<file path="config.mk">
export PLATFORM = sky130hd
export DESIGN_NAME = ctrl_pipe_unit
export DESIGN_NICKNAME = d
export VERILOG_FILES = /design/src/rtl/ctrl_pkg.sv /design/src/rtl/ctrl_decode.sv /design/src/rtl/ctrl_pipe_unit.sv
export SDC_FILE = /design/constraint.sdc
export NUM_CORES = 1
export LEC_CHECK = 0
export CAP_MARGIN = 20
export CORE_MARGIN = 3
export CORE_UTILIZATION = 40
export CTS_CLUSTER_SIZE = 30
export DETAILED_ROUTE_END_ITERATION = 12
export HOLD_SLACK_MARGIN = 0.12
export PLACE_DENSITY = 0.88
export SETUP_SLACK_MARGIN = 0.2
export SLEW_MARGIN = 40
export SYNTH_ARGS = -nofsm -noshare
export SYNTH_HDL_FRONTEND = slang
export SYNTH_SLANG_ARGS = --single-unit
</file>
<file path="constraint.sdc">
create_clock -name clk -period 1.11 [get_ports clk]
set_input_delay 0.1665 -clock clk [delete_from_list [all_inputs] [get_ports clk]]
set_output_delay 0.1665 -clock clk [all_outputs]
set_load 0.005 [all_outputs]
</file>
<file path="src/rtl/ctrl_pkg.sv">
// Shared opcode, ALU and ImmSrc constants plus the control bundles carried
// from decode through the E register and the writeback delay line.
package ctrl_pkg;

   localparam logic [6:0] OP_R      = 7'b0110011;
   localparam logic [6:0] OP_IALU   = 7'b0010011;
   localparam logic [6:0] OP_LOAD   = 7'b0000011;
   localparam logic [6:0] OP_STORE  = 7'b0100011;
   localparam logic [6:0] OP_BRANCH = 7'b1100011;

   localparam logic [3:0] ALU_ADD = 4'b0000;
   localparam logic [3:0] ALU_SUB = 4'b0001;
   localparam logic [3:0] ALU_AND = 4'b0010;
   localparam logic [3:0] ALU_OR  = 4'b0011;
   localparam logic [3:0] ALU_XOR = 4'b0100;
   localparam logic [3:0] ALU_SLT = 4'b0101;
   localparam logic [3:0] ALU_SLL = 4'b0110;
   localparam logic [3:0] ALU_SRL = 4'b0111;
   localparam logic [3:0] ALU_SRA = 4'b1000;

   localparam logic [1:0] IMM_I = 2'b00;
   localparam logic [1:0] IMM_S = 2'b01;
   localparam logic [1:0] IMM_B = 2'b10;

   typedef struct packed {
      logic       valid;
      logic       reg_write;
      logic       alu_src;
      logic       mem_write;
      logic       result_src;
      logic       branch;
      logic       illegal;
      logic [1:0] imm_src;
      logic [3:0] alu_control;
      logic [4:0] rd;
   } ctrl_t;

   typedef struct packed {
      logic       valid;
      logic       reg_write;
      logic       result_src;
      logic [4:0] rd;
   } wb_t;

   // alt is funct7[5] already qualified by the caller (I-type only honours it for shifts)
   function automatic logic [3:0] alu_op(input logic [2:0] funct3, input logic alt);
      logic [3:0] op;
      case (funct3)
         3'b000:  op = alt ? ALU_SUB : ALU_ADD;
         3'b001:  op = ALU_SLL;
         3'b010:  op = ALU_SLT;
         3'b011:  op = ALU_SLT;
         3'b100:  op = ALU_XOR;
         3'b101:  op = alt ? ALU_SRA : ALU_SRL;
         3'b110:  op = ALU_OR;
         3'b111:  op = ALU_AND;
         default: op = ALU_ADD;
      endcase
      return op;
   endfunction

endpackage

</file>
<file path="src/rtl/ctrl_decode.sv">
// Pure combinational instruction decoder: control bundle plus the source
// register fields and which of them the opcode actually reads.
module ctrl_decode
   import ctrl_pkg::*;
(
   input  logic        instr_valid,
   input  logic [31:0] instr,
   output ctrl_t       ctrl,
   output logic [4:0]  rs1,
   output logic [4:0]  rs2,
   output logic        rs1_used,
   output logic        rs2_used
);

   logic [6:0] opcode_s;
   logic [2:0] funct3_s;
   logic       unused_s;

   assign opcode_s = instr[6:0];
   assign funct3_s = instr[14:12];
   assign rs1      = instr[19:15];
   assign rs2      = instr[24:20];
   assign unused_s = ^{instr[31], instr[29:25]};

   // Main decode; rd is reported only for opcodes that write the register file
   always_comb begin
      ctrl     = '0;
      rs1_used = 1'b0;
      rs2_used = 1'b0;
      if (instr_valid) begin
         ctrl.valid = 1'b1;
         case (opcode_s)
            OP_R: begin
               ctrl.reg_write   = 1'b1;
               ctrl.alu_control = alu_op(funct3_s, instr[30]);
               ctrl.rd          = instr[11:7];
               rs1_used         = 1'b1;
               rs2_used         = 1'b1;
            end
            OP_IALU: begin
               ctrl.reg_write   = 1'b1;
               ctrl.alu_src     = 1'b1;
               ctrl.imm_src     = IMM_I;
               ctrl.alu_control = alu_op(funct3_s, (funct3_s == 3'b101) && instr[30]);
               ctrl.rd          = instr[11:7];
               rs1_used         = 1'b1;
            end
            OP_LOAD: begin
               ctrl.reg_write   = 1'b1;
               ctrl.alu_src     = 1'b1;
               ctrl.result_src  = 1'b1;
               ctrl.imm_src     = IMM_I;
               ctrl.alu_control = ALU_ADD;
               ctrl.rd          = instr[11:7];
               rs1_used         = 1'b1;
            end
            OP_STORE: begin
               ctrl.mem_write   = 1'b1;
               ctrl.alu_src     = 1'b1;
               ctrl.imm_src     = IMM_S;
               ctrl.alu_control = ALU_ADD;
               rs1_used         = 1'b1;
               rs2_used         = 1'b1;
            end
            OP_BRANCH: begin
               ctrl.branch      = 1'b1;
               ctrl.imm_src     = IMM_B;
               ctrl.alu_control = ALU_SUB;
               rs1_used         = 1'b1;
               rs2_used         = 1'b1;
            end
            default: begin
               ctrl.illegal = 1'b1;
            end
         endcase
      end else begin
         ctrl = '0;
      end
   end

endmodule

</file>
<file path="src/rtl/ctrl_pipe_unit.sv">
// Pipelined control unit: decode, E-stage control register, writeback delay
// line and flush/hold/load-use handling. CTRL_HAZARD_EN enables load-use stalls.
module ctrl_pipe_unit
   import ctrl_pkg::*;
#(
   parameter int ALUCTRL_W = 4,
   parameter int WB_DELAY  = 1
) (
   input  logic                 clk,
   input  logic                 rst,
   input  logic                 instr_valid,
   input  logic [31:0]          instr,
   input  logic                 hold,
   input  logic                 flush,
   output logic                 stall_req,
   output logic                 e_valid,
   output logic                 e_reg_write,
   output logic                 e_alu_src,
   output logic                 e_mem_write,
   output logic                 e_result_src,
   output logic                 e_branch,
   output logic                 e_illegal,
   output logic [1:0]           e_imm_src,
   output logic [ALUCTRL_W-1:0] e_alu_control,
   output logic [4:0]           e_rd,
   output logic                 w_valid,
   output logic                 w_reg_write,
   output logic                 w_result_src,
   output logic [4:0]           w_rd
);

   ctrl_t      dec_s;
   ctrl_t      e_r;
   wb_t        wb_in_s;
   wb_t        wb_r [WB_DELAY];
   logic [4:0] rs1_s;
   logic [4:0] rs2_s;
   logic       rs1_used_s;
   logic       rs2_used_s;
   logic       load_use_s;
   logic [ALUCTRL_W-1:0] alu_ext_s;

   ctrl_decode u_decode (
      .instr_valid (instr_valid),
      .instr       (instr),
      .ctrl        (dec_s),
      .rs1         (rs1_s),
      .rs2         (rs2_s),
      .rs1_used    (rs1_used_s),
      .rs2_used    (rs2_used_s)
   );

`ifdef CTRL_HAZARD_EN
   // A load in E whose rd is read by the incoming instruction
   always_comb begin
      load_use_s = 1'b0;
      if (e_r.valid && e_r.result_src && (e_r.rd != 5'd0) && instr_valid) begin
         load_use_s = (rs1_used_s && (rs1_s == e_r.rd)) ||
                      (rs2_used_s && (rs2_s == e_r.rd));
      end else begin
         load_use_s = 1'b0;
      end
   end
`else
   logic unused_hz_s;
   assign unused_hz_s = ^{rs1_s, rs2_s, rs1_used_s, rs2_used_s};
   assign load_use_s  = 1'b0;
`endif

   assign stall_req = load_use_s && !flush && !hold;

   // E register: flush beats hold, hold beats load-use bubble
   always_ff @(posedge clk or negedge rst) begin
      if (!rst) begin
         e_r <= '0;
      end else if (flush) begin
         e_r <= '0;
      end else if (hold) begin
         e_r <= e_r;
      end else if (load_use_s) begin
         e_r <= '0;
      end else begin
         e_r <= dec_s;
      end
   end

   assign wb_in_s = '{valid: e_r.valid, reg_write: e_r.reg_write,
                      result_src: e_r.result_src, rd: e_r.rd};

   // Writeback delay line advances on every non-hold cycle, flush included
   always_ff @(posedge clk or negedge rst) begin
      if (!rst) begin
         for (int i = 0; i < WB_DELAY; i++) begin
            wb_r[i] <= '0;
         end
      end else if (!hold) begin
         wb_r[0] <= wb_in_s;
         for (int i = 1; i < WB_DELAY; i++) begin
            wb_r[i] <= wb_r[i-1];
         end
      end else begin
         for (int i = 0; i < WB_DELAY; i++) begin
            wb_r[i] <= wb_r[i];
         end
      end
   end

   // Zero-extend the 4-bit ALU code to the configured width
   always_comb begin
      alu_ext_s      = '0;
      alu_ext_s[3:0] = e_r.alu_control;
   end

   assign e_valid       = e_r.valid;
   assign e_reg_write   = e_r.reg_write;
   assign e_alu_src     = e_r.alu_src;
   assign e_mem_write   = e_r.mem_write;
   assign e_result_src  = e_r.result_src;
   assign e_branch      = e_r.branch;
   assign e_illegal     = e_r.illegal;
   assign e_imm_src     = e_r.imm_src;
   assign e_alu_control = alu_ext_s;
   assign e_rd          = e_r.rd;

   assign w_valid      = wb_r[WB_DELAY-1].valid;
   assign w_reg_write  = wb_r[WB_DELAY-1].reg_write;
   assign w_result_src = wb_r[WB_DELAY-1].result_src;
   assign w_rd         = wb_r[WB_DELAY-1].rd;

endmodule

</file>
== Yosys cells after proc, flatten, opt, wreduce, memory -nomap -nowiden ==
Cells that the tools add are included.

* Bits in registers: 26
* Latch bits: 0
* RAM bits: 0
* Memory bits (read-only): 0
* Memories kept: 0

* $add $sub $neg: 0
* $mul: 0
* Div/mod/pow operators: 0
* $lt $le $gt $ge: 0
* Equality and inequality tests: 13
* Shift-type cells: 0
* Muxes and demuxes: 18
* Bitwise logic cells: 0
* Reductions and logical operators: 6

{| class="wikitable"
|+ Operators by type and width
! cell !! count
|-
| case mux 4 bit (7 select lines) || 2
|-
| two-way mux 18 bit || 3
|-
| == test 7 x 6 -> 1 bit, second input constant || 2
|-
| == test 3 bit, second input constant || 4
|-
| case mux 4 bit (3 select lines) || 1
|-
| two-way mux 1 bit || 8
|-
| two-way mux 4 bit || 2
|-
| == test 7 x 2 -> 1 bit, second input constant || 1
|-
| == test 7 x 5 -> 1 bit, second input constant || 1
|-
| == test 7 bit, second input constant || 1
|-
| == test 3 x 2 -> 1 bit, second input constant || 2
|-
| OR reduction 3 bit || 2
|-
| two-way mux 5 bit || 1
|-
| OR reduction 5 bit || 1
|-
| case mux 2 bit (2 select lines) || 1
|-
| == test 3 x 1 -> 1 bit, second input constant || 1
|-
| logical NOT 3 bit || 1
|-
| != test 2 x 1 -> 1 bit, second input constant || 1
|-
| OR reduction 2 bit || 1
|-
| logical AND 1 bit || 1
|}

== Depth between registers and ports, before layout ==
Gate-level depths: netlist (run 1).

* Word-level depth: 8
* Mapped depth: 5
* Mapped depth without buffers: 3

== Cells and area by module ==
From an unflattened synthesis (run 1), not the netlist that was laid out.

* Cell total of the unflattened synthesis: 128
* Area total of the unflattened synthesis: 1437.6 sq um

{| class="wikitable"
|+ By module, submodules not included
! module !! instances !! cells an instance !! area an instance (sq um) !! sequential area each (sq um)
|-
| ctrl_pipe_unit || 1 || 77 || 1063.5 || 650.6
|-
| ctrl_decode || 1 || 51 || 374.1 || 0.0
|}

== Worst setup path after synthesis (run 1) ==
OpenSTA, ideal clock, no wires.

* Path type: input -> register
* Start: input port instr[30]
* End: register e_r (netlist bit e_alu_control[0])
* Setup time: 0.126 ns
* Arrival: 1.003 ns
* Data required time: 0.984 ns
* Slack: -0.019 ns
* Stages on the path: 3
* Cell sequence: and4bb_1 > or3_1 > a221o_1

* Cells in the longest elaborated chain, start to end: 7
* Elaborated cells on any way between the ends: 11
* Classes of those cells: 10 x mux; 1 x reduce/logical

{| class="wikitable"
|+ RTL lines
! element !! RTL line !! RTL
|-
| start, declared || ctrl_pipe_unit.sv:12 || <nowiki>input logic [31:0] instr,</nowiki>
|-
| logical AND 1 bit || ctrl_decode.sv:44 || <nowiki>ctrl.alu_control = alu_op(funct3_s, (funct3_s == 3'b101) && instr[30]);</nowiki>
|-
| two-way mux 4 bit or two-way mux 1 bit (tied branches) || ctrl_pkg.sv:54, ctrl_pkg.sv:49 ||
|-
| case mux 4 bit (7 select lines) || ctrl_pkg.sv:48 || <nowiki>case (funct3)</nowiki>
|-
| case mux 4 bit (3 select lines) * || ctrl_decode.sv:32 || <nowiki>case (opcode_s)</nowiki>
|-
| two-way mux 18 bit * || ctrl_decode.sv:30 || <nowiki>if (instr_valid) begin</nowiki>
|-
| two-way mux 18 bit * || ctrl_pipe_unit.sv:78 || <nowiki>end else if (hold) begin</nowiki>
|-
| two-way mux 18 bit * || ctrl_pipe_unit.sv:76 || <nowiki>end else if (flush) begin</nowiki>
|-
| end signal, assigned || ctrl_pipe_unit.sv:79 || <nowiki>e_r <= e_r;</nowiki>
|-
| end signal, assigned || ctrl_pipe_unit.sv:83 || <nowiki>e_r <= dec_s;</nowiki>
|-
| end, declared || ctrl_pipe_unit.sv:33 || <nowiki>ctrl_t e_r;</nowiki>
|}

Every way passes the cells marked *; elsewhere a longest branch is shown, timed or not. The select of a mux whose other input is x is not followed.
A chain may end at the register's enable or synchronous reset.

==> metrics, run 1 <==
Final ANT Viol Nets=0; syn_nets=124; Crit-path slowest cell=dfrtp_1; share of layout cells above drive strength 1=a little under three fifths; Worst Path Buf+Inv=2; Final Critical Period=about 1.1 ns; CP Max Fanout=2; Mapped Cells=just under 90; area delta synth->final=71.0%; global-route wire length before repair=between 5000 and 6000 µm; Root Buffer=clkbuf_4; Final period util=102%; Final Cell Area=around 1900 µm²; Post-Place Setup Slack=-0.630 ns; Synth Register Bits=25; worst path arrival time=~0.97 ns; GP Congestion=0.764; clock slew at reported path FFs=0.13 ns; PwrDens=approximately 830 nW/µm²; Nets=208; Max Cap Viol=0; CTS tree=done; final slew viol count=0; post-route setup slack=-0.0228 ns; Core Area=around 2600 µm²; synth unique cells=33; Lkg Pwr=between 1 and 1.5 nW; yosys warns=0; max incr delay on CP=between 0.4 and 0.5 ns; initial antenna violation count=0; largest net degree at the start of global routing=26; VDD IR-drop max=around 0.78 mV; vias in the first global route=roughly 1200; DRT iter0 DRCs=25; routed len/inst=approximately 16 µm; status=finished with violations; FF-to-FF path depth=3; CP cell instances=buf_6 -> buf_6; vias after detailed routing=1027; Die Width=a little under 60 µm; clock buffer count from CTS=3; hold path depth=3; CP delay by family, top=flip-flops; sequential area share after synthesis=56.1%; Layout Skew=0.00568 ns; Hold WC Path Type=input pin to flop; setup TNS=-0.0228 ns; crit path kind=flop to output pin; failing checks=negative setup slack; Req. time, crit path=0.94 ns; clk_lat worst skew=0.32 ns; fmax=883 MHz; 1st-pass router iterations=4; DRT Wirelength=3180 µm; H-tree Lvls=1; Setup crit start kind=flop; clock share of power=around 25%; Die Footprint=3460 µm²; Die Ht=around 59 µm; most frequent CP cell=buf_6; placed cell count=174; initial core utilization=43.5%; # DRC=0; setup violators final=1; gr usage total=19.9%; CP Depth=2; # rows=18; Fin. Hold Viols=0; internal power=1.21 mW; Syn Area/Cell=between 10 and 15 µm²; Ant. Diodes=0; post-place instance area=1720 µm²; RSZ-0062 raised after global routing=true; Logic pwr share=16.7%; CTS sink count=25; DP Wirelength=approximately 2200 µm; vias per cell=5.14; top-level port count=64; Non-Filler Instances=200; CTS Buffer Depth=2; mapped cell area=between 1000 and 1500 µm²; fin util=74.3%; PortBufs=46; nature of the critical path endpoint=output pin; switching part of the total=a little under a quarter; Reg power frac=58.2%; Switch Pwr=0.376 mW; grt ovf=0
[Yosys cell counts (all sizes together)]
cell type  instances  area, µm²
a32o               1       10.0
or3                1       6.26
nor2b              1       6.26
nor2               1       3.75
buf                5       36.3
nand3              1       5.00
o21ai              4       20.0
nand2              7       26.3
clkbuf             1       3.75
nand4bb            1       11.3
a22o               6       52.6
a21o               4       31.3
inv                1       3.75
o31ai              1       7.51
a221o              1       10.0
mux2               8       90.1
nand4b             1       8.76
nor4b              1       15.0
mux2i              2       20.0
nand2b             1       6.26
or3b               1       11.3
a21boi             2       15.0
a21oi              2       10.0
conb               1       3.75
nor3               1       5.00
and4bb             3       37.5
dfrtp             25        626
nor4               1       21.3
and3               2       12.5
[worst reg2reg max path, delay by kind of cell (launching register included)]
family,cells,cell delay (ns)
buf+inv,2,0.22
flops,1,0.42
mux,1,0.25
[power by group through the flow]
stage | combinational (mW) | clock (mW) | sequential [mW]
2_1_floorplan | 0.0716 | 0 | 0.943
3_3_place_gp | 0.240 | 0 | 0.942
3_5_place_dp | 0.247 | 0 | 0.942
4_1_cts | 0.256 | 0.413 | 0.924
5_1_grt | 0.287 | 0.442 | 0.926
6_report | 0.265 | 0.400 | 0.925
[cell type report]
type | count | area, µm²
inverters | 1 | 3.75
clock buffers | 4 | 26.3
multi-input cells | 55 | 533
flip-flops and latches | 25 | 626
repair buffers | 85 | 682
fillers | 179 | 659
well taps | 30 | 37.5
[final timing paths]
check	startpoint	end	slack [ns]
max in group asynchronous	rst	w_rd[4]	0.79
min	instr_valid	e_valid	0.12
min reg2reg	e_branch	e_branch	0.51
min in group asynchronous	rst	w_rd[2]	0.18
max	e_mem_write	e_imm_src[0]	-0.02
max reg2reg	e_rd[3]	w_rd[3]	0.11
[per-stage QoR]
step / hold WS (ns) / total power [mW]
floorplan: -0.129 / 1.01
global placement: 0.474 / 1.18
detailed placement: 0.474 / 1.19
CTS: 0.123 / 1.59
global route: 0.130 / 1.66
finish: 0.117 / 1.59
[timing repair]
| action | in CTS | in global routing |
|---|---|---|
| gates resized for setup | 165 | 24 |
| pin swaps | 11 | 6 |
| hold buffers | 0 | 1 |
| hold endpoints to repair | 0 | 1 |
| setup endpoints to repair | 51 | 34 |
| setup buffers | 16 | 5 |
| cloned | 0 | 0 |
[cells in the final DEF (no fill, tap or decap), types with 2 or more instances in the layout]
cell,Yosys,routed
buf_2,2,27
dfrtp_1,25,25
buf_4,2,23
buf_6,1,20
nand2_1,7,6
a22o_1,6,6
mux2_4,0,6
clkdlybuf4s50_1,0,6
o21ai_0,4,4
a21o_1,3,3
clkbuf_4,0,3
clkbuf_2,0,3
and3_4,0,2
mux2_2,8,2
a21oi_1,2,2
a21boi_0,2,2
mux2i_1,2,2
and4bb_1,2,2
clkdlybuf4s15_1,0,2
[routing by layer]
metal	track usage, %	wire length [µm]	vias to the layer above
met5	0	0	-
met4	7.12	43	0
met3	6.14	308	5
met2	37.4	1630	43
met1	20.5	1200	494
li1	-	-	485
[kinds of logic after synthesis]
kind of cell,after synthesis,synth area share [%]
multiplexers,10,9.87
flip-flops,25,56.1
AO/OA/AOI/OAI,21,14.0
other,1,0.336
AND/OR/NAND/NOR,23,15.8
buffers and inverters,7,3.92
No activity file was read; power rests on OpenSTA's default activity.
==> run 2: changes to the inputs <==
RECOVER_POWER = 25   (was not set)
==> metrics, run 2 (same netlist as run 1, synthesis figures left out) <==
grt ovf=0 (unchanged); gr usage total=19.9% (unchanged); clk_lat worst skew=0.32 ns (about the same); CP Max Fanout=2 (unchanged); Die Footprint=3460 µm² (unchanged); most common cell after layout, fill and taps aside=buf_2 (unchanged); Root Buffer=clkbuf_4 (unchanged); CTS sink count=25 (unchanged); worst-margin pin slew=0.603 ns; top-level port count=64 (unchanged); area delta synth->final=69.6% (was 71.0%); clock share of power=25.3% (was 25.2%); Ant. Diodes=0 (unchanged); clock buffer count from CTS=3 (unchanged); Die Width=58.8 µm (unchanged); Req. time, crit path=0.94 ns (about the same); Nets=208 (unchanged); Final period util=102% (about the same); vias per cell=5.16 (was 5.14); status=finished with violations (unchanged); CTS Buffer Depth=2 (unchanged); Max Cap Viol=0 (unchanged); initial antenna violation count=0 (unchanged); Core Area=2570 µm² (unchanged); clock slew at reported path FFs=0.13 ns (about the same); Layout Skew=0.00548 ns (was 0.00568 ns); GP Congestion=0.764 (unchanged); H-tree Lvls=1 (unchanged); switching part of the total=23.7% (was 23.6%); fmax=884 MHz (was 883 MHz); VDD IR-drop max=0.781 mV (was 0.782 mV); # DRC=0 (unchanged); setup violators final=1 (unchanged); Final ANT Viol Nets=0 (unchanged); Setup crit start kind=flop (unchanged); # rows=18 (unchanged); DP Wirelength=2210 µm (unchanged); internal power=1.21 mW (about the same); PortBufs=46 (unchanged); Filler cells=181 (was 179); final slew viol count=0 (unchanged); share of layout cells above drive strength 1=57.1% (unchanged); max_slew headroom=59.8%; DRT iter0 DRCs=25 (unchanged); Power Total=1.58 mW (was 1.59 mW); crit path kind=flop to output pin (unchanged); routed len/inst=15.9 µm (unchanged); 1st-pass router iterations=4 (unchanged); final hold slack=0.117 ns (about the same); nature of the critical path endpoint=output pin (unchanged); Fin. Hold Viols=0 (unchanged); Switch Pwr=0.375 mW (was 0.376 mW); most frequent cells in the layout=buf_2 (27), dfrtp_1 (25), buf_4 (23) (unchanged); global-route wire length before repair=5160 µm (unchanged); vias after detailed routing=1032 (was 1027); worst path arrival time=0.97 ns (about the same); Die Ht=58.8 µm (unchanged); CTS tree=done (unchanged); PwrDens=836 nW/µm² (was 833 nW/µm²); Final Critical Period=1.13 ns (about the same); Hold WC Path Type=input pin to flop (unchanged); vias in the first global route=1180 (unchanged); Lkg Pwr=1.06 nW (about the same); DRT Wirelength=3180 µm (unchanged); RSZ-0062 raised after global routing=true (unchanged); failing checks=negative setup slack (unchanged); largest net degree at the start of global routing=26 (unchanged); initial core utilization=43.5% (unchanged); post-route setup slack=-0.0218 ns (was -0.0228 ns); Reg power frac=58.5% (was 58.2%); Logic pwr share=16.2% (was 16.7%)
run 2: critical path, cell delays in order, from the launching register on:
cell	delay, ns
dfrtp_1	0.42
buf_6	0.13
buf_6	0.10
run 2: area by class of cell:
class | instances | area [µm²] | area share [%]
clock buffers | 4 | 26.3 | 1.39
inverters | 1 | 3.75 | 0.198
multi-input cells | 55 | 533 | 28.2
flip-flops and latches | 25 | 626 | 33.0
well taps | 30 | 37.5 | 1.98
repair buffers | 85 | 667 | 35.2
run 2: metal layers:
layer | track usage (%) | vias up | share of wire [%]
li1 | - | 485 | -
met1 | 20.5 | 499 | 37
met2 | 37.4 | 43 | 52
met3 | 6.14 | 5 | 9.7
met4 | 7.12 | 0 | 1.4
met5 | 0 | - | 0
run 2: path summary, 6_finish.rpt:
path / slack (ns) / end / startpoint / depth (start not counted)
hold reg to reg: 0.51 / e_branch / e_branch / 1
max in group asynchronous: 0.35 / w_rd[4] / rst / 2
hold / removal: 0.12 / e_valid / instr_valid / 3
min in group asynchronous: 0.37 / w_rd[2] / rst / 2
setup / recovery: -0.02 / e_imm_src[0] / e_mem_write / 2
setup reg to reg: 0.11 / w_rd[3] / e_rd[3] / 3
run 2: stage by stage:
stage	setup WS [ns]	util [%]	instance area (µm²)	std cells	setup TNS [ns]
6_report	-0.0218	73.7	1890	200	-0.0218
5_1_grt	-0.0584	73.7	1890	200	-0.0584
3_3_place_gp	-0.571	67.1	1720	174	-9.00
3_5_place_dp	-0.630	67.1	1720	174	-9.97
2_1_floorplan	0.00525	-	1130	87	0
4_1_cts	-0.0223	69.7	1790	194	-0.0223
run 2: what timing repair did:
item / CTS / global route
endpoints found under the hold margin: 0 / 1
endpoints found under the setup margin: 51 / 34
buffers inserted: 16 / 5
pin swaps: 11 / 6
hold buffers: 0 / 1
gates resized for setup: 165 / 24
run 2: power groups by stage:
stage / registers (mW) / logic (mW) / clock network, mW
6_report: 0.925 / 0.257 / 0.400
5_1_grt: 0.926 / 0.279 / 0.442
4_1_cts: 0.924 / 0.256 / 0.413
3_5_place_dp: 0.942 / 0.247 / 0
3_3_place_gp: 0.942 / 0.240 / 0
2_1_floorplan: 0.943 / 0.0716 / 0
